## config.mk

```make
export PLATFORM = sky130hd
export DESIGN_NAME = io_uart_flat
export DESIGN_NICKNAME = d
export VERILOG_FILES = /design/src/rtl/io_uart_if.sv /design/src/rtl/io_uart.sv /design/src/flat_wrapper.sv
export SDC_FILE = /design/constraint.sdc
export NUM_CORES = 1
export LEC_CHECK = 0
export ABC_AREA = 1
export BUFFER_PORTS_ARGS = -buffer_cell sky130_fd_sc_hd__buf_2
export CAP_MARGIN = 20
export CORE_AREA = 10 10 79 81
export DETAILED_ROUTE_END_ITERATION = 12
export DIE_AREA = 0 0 89 91
export PLACE_DENSITY = 0.84
export SLEW_MARGIN = 20
export SYNTH_ARGS = -nofsm -noshare
export SYNTH_HDL_FRONTEND = slang
export SYNTH_SLANG_ARGS = --single-unit
```

## constraint.sdc

```tcl
create_clock -name clock -period 4.7 [get_ports clock]
set_clock_uncertainty 0.1 [all_clocks]
set_input_delay 0 -clock clock [delete_from_list [all_inputs] [get_ports clock]]
set_output_delay 0 -clock clock [all_outputs]
set_load 0.02 [all_outputs]
```

## src/rtl/io_uart_if.sv

```systemverilog
// Op/done handshake and data bus between ctrl and the serial I/O unit.
// ctrl drives op and bus_data_in; the unit returns registered data and a done pulse.
interface io_uart_if #(
  parameter int DATA_BUS_WIDTH = 8
);
  logic [1:0]                op;
  logic [DATA_BUS_WIDTH-1:0] bus_data_in;
  logic [DATA_BUS_WIDTH-1:0] bus_data_out;
  logic                      op_done_out;

  modport master (
    output op,
    output bus_data_in,
    input  bus_data_out,
    input  op_done_out
  );

  modport slave (
    input  op,
    input  bus_data_in,
    output bus_data_out,
    output op_done_out
  );
endinterface

```

## src/rtl/io_uart.sv

```systemverilog
// Byte-wide 8N1 UART: WRITE shifts a bus byte out, READ returns a received byte,
// STATUS returns {4'b0, frame_err, overrun, rx_valid, tx_busy} with clear-on-read errors.
module io_uart #(
  parameter int DATA_BUS_WIDTH = 8,
  parameter int CLKS_PER_BIT   = 16
) (
  input  logic     clock,
  input  logic     reset,
  io_uart_if.slave bus,
  input  logic     uart_rx,
  output logic     uart_tx
);

  localparam int CNT_W = $clog2(CLKS_PER_BIT);
  localparam logic [CNT_W-1:0] BIT_LAST  = CNT_W'(CLKS_PER_BIT - 1);
  localparam logic [CNT_W-1:0] HALF_LAST = CNT_W'(CLKS_PER_BIT / 2 - 1);

  localparam logic [1:0] OP_WRITE  = 2'b01;
  localparam logic [1:0] OP_READ   = 2'b10;
  localparam logic [1:0] OP_STATUS = 2'b11;

  typedef enum logic [1:0] {
    TX_IDLE  = 2'b00,
    TX_START = 2'b01,
    TX_DATA  = 2'b10,
    TX_STOP  = 2'b11
  } tx_state_e;

  typedef enum logic [2:0] {
    RX_IDLE  = 3'b000,
    RX_START = 3'b001,
    RX_DATA  = 3'b010,
    RX_STOP  = 3'b011,
    RX_BREAK = 3'b100
  } rx_state_e;

  tx_state_e                 tx_state_r, tx_state_s;
  logic [CNT_W-1:0]          tx_cnt_r, tx_cnt_s;
  logic [2:0]                tx_idx_r, tx_idx_s;
  logic [DATA_BUS_WIDTH-1:0] tx_byte_r, tx_byte_s;
  logic                      uart_tx_r, tx_line_s;
  logic                      tx_busy_s;

  logic                      rx_sync1_r, rx_sync2_r, rx_prev_r;
  logic                      rx_fall_s;
  rx_state_e                 rx_state_r, rx_state_s;
  logic [CNT_W-1:0]          rx_cnt_r, rx_cnt_s;
  logic [2:0]                rx_idx_r, rx_idx_s;
  logic [DATA_BUS_WIDTH-1:0] rx_shift_r, rx_shift_s;
  logic                      rx_done_s, rx_ferr_s;

  logic [DATA_BUS_WIDTH-1:0] rx_data_r, rx_data_s;
  logic                      rx_valid_r, rx_valid_s;
  logic                      overrun_r, overrun_s, overrun_set_s;
  logic                      frame_err_r, frame_err_s;
  logic [DATA_BUS_WIDTH-1:0] data_out_r, data_out_s;
  logic                      op_done_r, op_done_s;

  logic                      write_acc_s, read_acc_s, status_acc_s;

  assign tx_busy_s        = (tx_state_r != TX_IDLE);
  assign rx_fall_s        = rx_prev_r & ~rx_sync2_r;
  assign uart_tx          = uart_tx_r;
  assign bus.bus_data_out = data_out_r;
  assign bus.op_done_out  = op_done_r;

  // Op acceptance; the op still on the bus during the done cycle is ignored.
  always_comb begin
    write_acc_s  = 1'b0;
    read_acc_s   = 1'b0;
    status_acc_s = 1'b0;
    if (!op_done_r) begin
      case (bus.op)
        OP_WRITE:  write_acc_s  = ~tx_busy_s;
        OP_READ:   read_acc_s   = rx_valid_r;
        OP_STATUS: status_acc_s = 1'b1;
        default:   write_acc_s  = 1'b0;
      endcase
    end else begin
      write_acc_s = 1'b0;
    end
  end

  // Transmit FSM next state; the line value is derived from the next state so uart_tx stays a flop.
  always_comb begin
    tx_state_s = tx_state_r;
    tx_cnt_s   = tx_cnt_r;
    tx_idx_s   = tx_idx_r;
    tx_byte_s  = tx_byte_r;
    tx_line_s  = 1'b1;
    case (tx_state_r)
      TX_IDLE: begin
        tx_cnt_s = '0;
        if (write_acc_s) begin
          tx_state_s = TX_START;
          tx_byte_s  = bus.bus_data_in;
        end else begin
          tx_state_s = TX_IDLE;
        end
      end
      TX_START: begin
        if (tx_cnt_r == BIT_LAST) begin
          tx_state_s = TX_DATA;
          tx_cnt_s   = '0;
          tx_idx_s   = 3'd0;
        end else begin
          tx_cnt_s = tx_cnt_r + CNT_W'(1);
        end
      end
      TX_DATA: begin
        if (tx_cnt_r == BIT_LAST) begin
          tx_cnt_s = '0;
          if (tx_idx_r == 3'd7) begin
            tx_state_s = TX_STOP;
          end else begin
            tx_idx_s = tx_idx_r + 3'd1;
          end
        end else begin
          tx_cnt_s = tx_cnt_r + CNT_W'(1);
        end
      end
      TX_STOP: begin
        if (tx_cnt_r == BIT_LAST) begin
          tx_state_s = TX_IDLE;
          tx_cnt_s   = '0;
        end else begin
          tx_cnt_s = tx_cnt_r + CNT_W'(1);
        end
      end
      default: begin
        tx_state_s = TX_IDLE;
        tx_cnt_s   = '0;
      end
    endcase
    case (tx_state_s)
      TX_START: tx_line_s = 1'b0;
      TX_DATA:  tx_line_s = tx_byte_s[tx_idx_s];
      default:  tx_line_s = 1'b1;
    endcase
  end

  // Receive FSM next state; samples land mid-bit, half a bit after the synchronized falling edge.
  always_comb begin
    rx_state_s = rx_state_r;
    rx_cnt_s   = rx_cnt_r;
    rx_idx_s   = rx_idx_r;
    rx_shift_s = rx_shift_r;
    rx_done_s  = 1'b0;
    rx_ferr_s  = 1'b0;
    case (rx_state_r)
      RX_IDLE: begin
        rx_cnt_s = '0;
        if (rx_fall_s) begin
          rx_state_s = RX_START;
        end else begin
          rx_state_s = RX_IDLE;
        end
      end
      RX_START: begin
        if (rx_cnt_r == HALF_LAST) begin
          rx_cnt_s   = '0;
          rx_idx_s   = 3'd0;
          rx_state_s = rx_sync2_r ? RX_IDLE : RX_DATA;
        end else begin
          rx_cnt_s = rx_cnt_r + CNT_W'(1);
        end
      end
      RX_DATA: begin
        if (rx_cnt_r == BIT_LAST) begin
          rx_cnt_s   = '0;
          rx_shift_s = {rx_sync2_r, rx_shift_r[DATA_BUS_WIDTH-1:1]};
          if (rx_idx_r == 3'd7) begin
            rx_state_s = RX_STOP;
          end else begin
            rx_idx_s = rx_idx_r + 3'd1;
          end
        end else begin
          rx_cnt_s = rx_cnt_r + CNT_W'(1);
        end
      end
      RX_STOP: begin
        if (rx_cnt_r == BIT_LAST) begin
          rx_cnt_s = '0;
          if (rx_sync2_r) begin
            rx_done_s  = 1'b1;
            rx_state_s = RX_IDLE;
          end else begin
            rx_ferr_s  = 1'b1;
            rx_state_s = RX_BREAK;
          end
        end else begin
          rx_cnt_s = rx_cnt_r + CNT_W'(1);
        end
      end
      RX_BREAK: begin
        rx_cnt_s = '0;
        if (rx_sync2_r) begin
          rx_state_s = RX_IDLE;
        end else begin
          rx_state_s = RX_BREAK;
        end
      end
      default: begin
        rx_state_s = RX_IDLE;
        rx_cnt_s   = '0;
      end
    endcase
  end

  // Holding register, sticky flags and bus response; a READ on the completion edge frees the slot.
  always_comb begin
    rx_data_s     = rx_data_r;
    rx_valid_s    = rx_valid_r;
    overrun_set_s = 1'b0;
    if (rx_done_s && (!rx_valid_r || read_acc_s)) begin
      rx_data_s  = rx_shift_r;
      rx_valid_s = 1'b1;
    end else if (rx_done_s) begin
      overrun_set_s = 1'b1;
    end else if (read_acc_s) begin
      rx_valid_s = 1'b0;
    end else begin
      rx_valid_s = rx_valid_r;
    end
    overrun_s   = status_acc_s ? overrun_set_s : (overrun_r | overrun_set_s);
    frame_err_s = status_acc_s ? rx_ferr_s : (frame_err_r | rx_ferr_s);
    op_done_s   = write_acc_s | read_acc_s | status_acc_s;
    if (read_acc_s) begin
      data_out_s = rx_data_r;
    end else if (status_acc_s) begin
      data_out_s = {4'b0000, frame_err_r, overrun_r, rx_valid_r, tx_busy_s};
    end else begin
      data_out_s = data_out_r;
    end
  end

  // State registers; reset idles both FSMs and forces the line high immediately.
  always_ff @(posedge clock or negedge reset) begin
    if (!reset) begin
      tx_state_r  <= TX_IDLE;
      tx_cnt_r    <= '0;
      tx_idx_r    <= 3'd0;
      tx_byte_r   <= '0;
      uart_tx_r   <= 1'b1;
      rx_sync1_r  <= 1'b1;
      rx_sync2_r  <= 1'b1;
      rx_prev_r   <= 1'b1;
      rx_state_r  <= RX_IDLE;
      rx_cnt_r    <= '0;
      rx_idx_r    <= 3'd0;
      rx_shift_r  <= '0;
      rx_data_r   <= '0;
      rx_valid_r  <= 1'b0;
      overrun_r   <= 1'b0;
      frame_err_r <= 1'b0;
      data_out_r  <= '0;
      op_done_r   <= 1'b0;
    end else begin
      tx_state_r  <= tx_state_s;
      tx_cnt_r    <= tx_cnt_s;
      tx_idx_r    <= tx_idx_s;
      tx_byte_r   <= tx_byte_s;
      uart_tx_r   <= tx_line_s;
      rx_sync1_r  <= uart_rx;
      rx_sync2_r  <= rx_sync1_r;
      rx_prev_r   <= rx_sync2_r;
      rx_state_r  <= rx_state_s;
      rx_cnt_r    <= rx_cnt_s;
      rx_idx_r    <= rx_idx_s;
      rx_shift_r  <= rx_shift_s;
      rx_data_r   <= rx_data_s;
      rx_valid_r  <= rx_valid_s;
      overrun_r   <= overrun_s;
      frame_err_r <= frame_err_s;
      data_out_r  <= data_out_s;
      op_done_r   <= op_done_s;
    end
  end

endmodule

```

## src/flat_wrapper.sv

```systemverilog
// flat-port wrapper written by rule: the top's interface ports become plain ports
module io_uart_flat 
#(
  parameter int DATA_BUS_WIDTH = 8,
  parameter int CLKS_PER_BIT   = 16
)
  (clock, reset, uart_rx, uart_tx, bus_op, bus_bus_data_in, bus_bus_data_out, bus_op_done_out);
  io_uart_if #(.DATA_BUS_WIDTH(DATA_BUS_WIDTH)) bus_i ();
  input  logic clock;
  input  logic reset;
  input  logic uart_rx;
  output logic uart_tx;
  input wire logic [$bits(bus_i.op)-1:0] bus_op;
  input wire logic [$bits(bus_i.bus_data_in)-1:0] bus_bus_data_in;
  output wire logic [$bits(bus_i.bus_data_out)-1:0] bus_bus_data_out;
  output wire logic [$bits(bus_i.op_done_out)-1:0] bus_op_done_out;
  assign bus_i.op = bus_op;
  assign bus_i.bus_data_in = bus_bus_data_in;
  assign bus_bus_data_out = bus_i.bus_data_out;
  assign bus_op_done_out = bus_i.op_done_out;
  io_uart #(.DATA_BUS_WIDTH(DATA_BUS_WIDTH), .CLKS_PER_BIT(CLKS_PER_BIT)) u_core (.clock(clock), .reset(reset), .bus(bus_i), .uart_rx(uart_rx), .uart_tx(uart_tx));
endmodule
```

==> results.toml, run 1 <==
[worst_setup_path]
crit_path_end_kind = "register"
cp.required_ps = 4870
arrival_ps = 2230
critPathKind = "reg2reg"
crit_path_max_fanout = 18
start_kind = "register"
r2r_end = "u_core.uart_tx"
r2r_cells = 11
r2r_setup_slack_ps = 2640
timing.rr.start = "u_core.tx_state_r[1]"

[synth]
yosysWarningCount = 0
syn_nets = 326
yosysUniqueCellTypes = 33
syn_area_per_cell_um2 = 9.08
synth_area_um2 = 2760
syn-instance-count = 304
synth-seq-cells = 59
synth_top_area_share_pct = 49.8
synth-edff-count = 0
synthArstFlopShare_pct = 100
synth.area.top_cells = "dfrtp_1 50%, nand2_1 9.0%, inv_1 6.3%, ha_1 4.1%, dfstp_2 3.8%"
synth-seq-area-share_pct = 53.6
synth_ff_type = "dfrtp_1"
synth_area_leader_cell = "dfrtp_1"

[cells_and_area]
nFillCells = 346
final_cell_mix = "66 x nand2_1, 55 x dfrtp_1, 46 x inv_1, 22 x buf_2, 20 x o21ai_0"
final-seq-area_um2 = 1480
multiInputGateArea_um2 = 1050
drive_gt1_share_pct = 21.2
fin_util_pct = 69.6
layout_commonest_cell = "nand2_1"
stdcell_count = 407
final_nets = 370
antenna_cells_inserted = 0
layout-area-overhead-vs-synth_pct = 17.4

[clocking]
cts-root-buf = "clkbuf_8"
clk_latency_ps = 340
clk_pin_slew_worst_paths_ps = 60
cts_buffer_depth = 2
cts_setup_buffers = 0
numCtsBuffers = 9
cts_tree = "done"
cts_sinks = 59
h-tree-depth = 3

[hold_path]
hold_end = "u_core.rx_sync1_r"
holdPathStages = 2
min_from = "uart_rx"
hold_path_class = "in2reg"

[sta]
worstMarginPinSlew_ps = 812
hold_viol_final = 0
period_minus_slack_ps = 2060
hold_slack_ps = 208
drv_slew = 0
slew_headroom_pct = 45.7
fin_ws_ps = 2640
setup_tns_ps = 0
period_share_pct = 43.9
setup_viol = 0
rsz0062_at_grt = "false"
fmax_mhz = 485

[route]
drc = 0
route.vias.total = 2106
viasPerCell = 5.17
routed_wirelength_um = 5460
ant_nets = 0
avgRoutedWirePerCell_um = 13.4
first_pass_iters = 4
drt_iter0_drc = 112

[global_routing]
grt_pass1_wl_um = 9290
grt.busiest_layer = "met2"
grt_use_met2_pct = 22.6
grt_pass1_vias = 2113
use_met3_pct = 5.00
grt_max_degree = 60
grt_util_met1_pct = 17.7
antenna_found_initial = 0
globalRouteTotalUtil_pct = 14.5
grt_overflow_total = 0

[placement]
dp_hpwl_um = 3700
dp_cells = 378
gp_congestion = 0.843
place_ws_ps = 2660
port_buffers = 22

[power_and_ir_drop]
leakage_nw = 1.65
clock_power_share_pct = 33.0
seqPwrFrac_pct = 45.0
p_switching_uw = 431
switching_share_pct = 31.6
ir_drop_mv = 0.258
pwr-share-comb_pct = 22.0
p_int_uw = 933
p_per_area_nw_per_um2 = 421

[die]
rows = 25
die-height_um = 91
io_pins = 23
die_w_um = 89
start_util_pct = 59.2
design.die.area_um2 = 8100
core_um2 = 4660

[run_status]
status = "finished clean"

[job]
drv_cap = 0
logic make-up after synthesis:
kind of cell / Yosys count / share of synthesized area [%]
AO/OA/AOI/OAI: 55 / 12.3
AND/OR/NAND/NOR: 121 / 20.8
flip-flops: 59 / 53.6
buffers and inverters: 57 / 8.20
XOR/XNOR: 3 / 0.952
adder cells (fa/ha/maj): 9 / 4.08
area by class of cell:
class / instances / area share [%]
Inverter: 54 / 6.25
Clock inverter: 3 / 1.24
Multi-Input combinational cell: 188 / 32.5
Tap cell: 54 / 2.08
Sequential cell: 59 / 45.7
Timing Repair Buffer: 36 / 7.64
Clock buffer: 13 / 4.59
through the flow:
step / cell area [um2] / power, mW
5_1_grt: 3240 / 1.45
3_3_place_gp: 2920 / 0.898
4_1_cts: 3240 / 1.37
6_report: 3240 / 1.36
3_5_place_dp: 2920 / 0.913
2_1_floorplan: 2760 / 0.827
sequential cells by signal (all words and copies together) (netlist names), 2 cells and up:
register                 cells
u_core.tx_byte_r             8
u_core.tx_idx_r              3
u_core.bus.bus_data_out      8
u_core.rx_state_r            3
u_core.rx_data_r             8
u_core.rx_shift_r            8
u_core.rx_idx_r              3
u_core.tx_state_r            2
u_core.rx_cnt_r              4
u_core.tx_cnt_r              4
what timing repair did:
action                    in CTS  in global routing
hold endpoints to repair      66                  0
hold buffers                  13                  0
resized for setup              0                  0
routing by layer:
| layer | routed length, um | part of all wire [%] |
|---|---|---|
| met1 | 2430 | 45 |
| met2 | 2700 | 50 |
| met3 | 244 | 4.5 |
| met4 | 78 | 1.4 |
| met5 | 0 | 0 |
cell usage after synthesis (2+ instances only):
library cell,instances
a22o_1,4
nand3_1,16
nor3_2,3
nand2_1,66
a31oi_1,2
nor2_1,19
dfstp_2,4
o21ai_2,8
nand2_2,6
ha_1,9
o21ai_1,11
nor3_1,2
o21ai_0,20
inv_1,46
a21oi_1,5
nand3_2,3
xor2_1,3
dfrtp_1,55
inv_2,8
worst max-delay path: stages, from the launching register on:
cell,delay (ps)
dfrtp_1,420
inv_1,100
ha_1,260
nand3_2,290
o21ai_0,320
nand3_1,130
nand3_1,120
nand2_1,60
nand2_1,50
nand2_1,50
nand2_1,50
nand2_1,50
worst max path at each step:
stage	from	cells after the start	to
after floorplan	u_core.tx_state_r[1]	12	u_core.uart_tx
after global placement	u_core.tx_state_r[0]	11	u_core.uart_tx
after detailed placement	u_core.tx_state_r[1]	11	u_core.uart_tx
after CTS	u_core.tx_state_r[1]	11	u_core.uart_tx
after global routing	u_core.tx_state_r[0]	11	u_core.uart_tx
final	u_core.tx_state_r[1]	11	u_core.uart_tx
power by group through the flow:
stage               Combinational, mW  Sequential, mW  Clock [mW]
finish                          0.300           0.613       0.450
global route                    0.346           0.620       0.480
CTS                             0.303           0.613       0.459
detailed placement              0.293           0.620           0
global placement                0.279           0.619           0
floorplan                       0.199           0.628           0
Note: power is estimated with default switching activity, not from simulation.
==> inputs of run 2 (changes only) <==
- CORE_AREA: 10 10 79 81 -> 10 10 84 86
- DIE_AREA: 0 0 89 91 -> 0 0 94 96
- PLACE_DENSITY: 0.84 -> 0.78
- clock period: 4.7 -> 1.7 ns (I/O delays scaled with it)
==> results.toml, run 2 (synthesis results as in run 1) <==
[global_routing]
globalRouteTotalUtil_pct = 13.8
grt_overflow_total = 0
grt_max_degree = 60
grt_pass1_vias = 2234
grt_pass1_wl_um = 9770
antenna_found_initial = 0

[cells_and_area]
layout_commonest_cell = "nand2_1"
final_cell_mix = "58 x nand2_1, 55 x dfrtp_1, 44 x inv_1, 32 x buf_4, 22 x buf_2"
layout-area-overhead-vs-synth_pct = 33.0
fin_area_um2 = 3670
final_nets = 401
fin_util_pct = 68.0
antenna_cells_inserted = 0
drive_gt1_share_pct = 34.6

[route]
avgRoutedWirePerCell_um = 13.5
route.vias.total = 2265
ant_nets = 0
drc = 0
first_pass_iters = 4
drt_iter0_drc = 97
viasPerCell = 4.97
routed_wirelength_um = 6160

[clocking]
numCtsBuffers = 9
cts_sinks = 59
clk_latency_ps = 330
h-tree-depth = 3
cts_buffer_depth = 2
cts-root-buf = "clkbuf_8"
cts_tree = "done"
clk_pin_slew_worst_paths_ps = 70

[worst_setup_path]
arrival_ps = 1910
critPathKind = "reg2reg"
start_kind = "register"
crit_path_end_kind = "register"
crit_path_max_fanout = 4
cp.required_ps = 1870

[die]
core_um2 = 5410
die_w_um = 94
die-height_um = 96
rows = 27
start_util_pct = 51.1
design.die.area_um2 = 9020
io_pins = 23

[power_and_ir_drop]
ir_drop_mv = 0.865
finalPower_mw = 4.23
leakage_nw = 1.87
p_per_area_nw_per_um2 = 1150

[placement]
place_area_um2 = 3190
gp_congestion = 0.874
port_buffers = 22
dp_hpwl_um = 4010

[run_status]
violations = "setup timing"
status = "finished with violations"

[sta]
slew_headroom_pct = 79.5
fin_ws_ps = -45.5
setup_tns_ps = -45.5
hold_viol_final = 0
hold_slack_ps = 79.0
fmax_mhz = 573
rsz0062_at_grt = "true"
worstMarginPinSlew_ps = 308
period_minus_slack_ps = 1750
setup_viol = 1
drv_slew = 0
period_share_pct = 103

[hold_path]
hold_path_class = "in2reg"

[job]
drv_cap = 0
==> run 2: report_power, final <==
part | internal, mW | switching [mW]
Clock | 0.791 | 0.536
Sequential | 1.57 | 0.128
Combinational | 0.499 | 0.703
==> run 2: path summary, 6_finish.rpt <==
path | from | cells past startpoint | to | slack (ps)
hold / removal | bus_op[1] | 5 | u_core.tx_byte_r[2] | 80
max in group asynchronous | reset | 3 | u_core.rx_sync2_r | 1090
min in group asynchronous | reset | 3 | u_core.rx_idx_r[1] | 90
hold reg to reg | u_core.rx_sync1_r | 0 | u_core.rx_sync2_r | 260
setup reg to reg | u_core.tx_state_r[0] | 14 | u_core.uart_tx | -50
setup / recovery | u_core.tx_state_r[0] | 14 | u_core.uart_tx | -50
==> run 2: per-stage QoR <==
step,cells,worst slack (ps)
final,456,-45.5
after global placement,427,-110
after floorplan,304,18.2
after CTS,454,-36.1
after global routing,456,-158
after detailed placement,427,-177
==> run 2: what timing repair did <==
| item | 4_1_cts | 5_1_grt |
|---|---|---|
| endpoints found under the hold margin | 69 | 0 |
| buffers inserted | 0 | 2 |
| setup endpoints to repair | 16 | 22 |
| hold buffers | 11 | 0 |
| pin swaps | 0 | 9 |
| gates resized for setup | 9 | 29 |
==> run 2: critical path, cell delays in order, from the launching register on <==
cell,delay (ps)
dfrtp_1,380
inv_1,120
buf_4,130
ha_1,190
nand2_1,70
nor2_1,100
nand3_1,90
nand3_2,130
inv_2,50
nand3_1,70
nand2_1,50
nand2_1,50
nand2_1,50
nand2_1,50
nand2_1,40
==> run 2: per-layer routing <==
layer  track usage (%)  part of all wire, %  up-vias
met5                 0                    0        -
met4              5.32                 0.58        0
met3              4.75                  4.7        6
met2              24.3                   54       49
met1              14.9                   41     1092
li1                  -                    -     1118
==> run 2: cell type report <==
type / instances / area [um2]
Fill cell: 437 / 1730
Clock buffer: 12 / 165
Timing Repair Buffer: 67 / 492
Multi-Input combinational cell: 188 / 1190
Tap cell: 72 / 90.1
Inverter: 54 / 203
Clock inverter: 4 / 47.5
Sequential cell: 59 / 1480
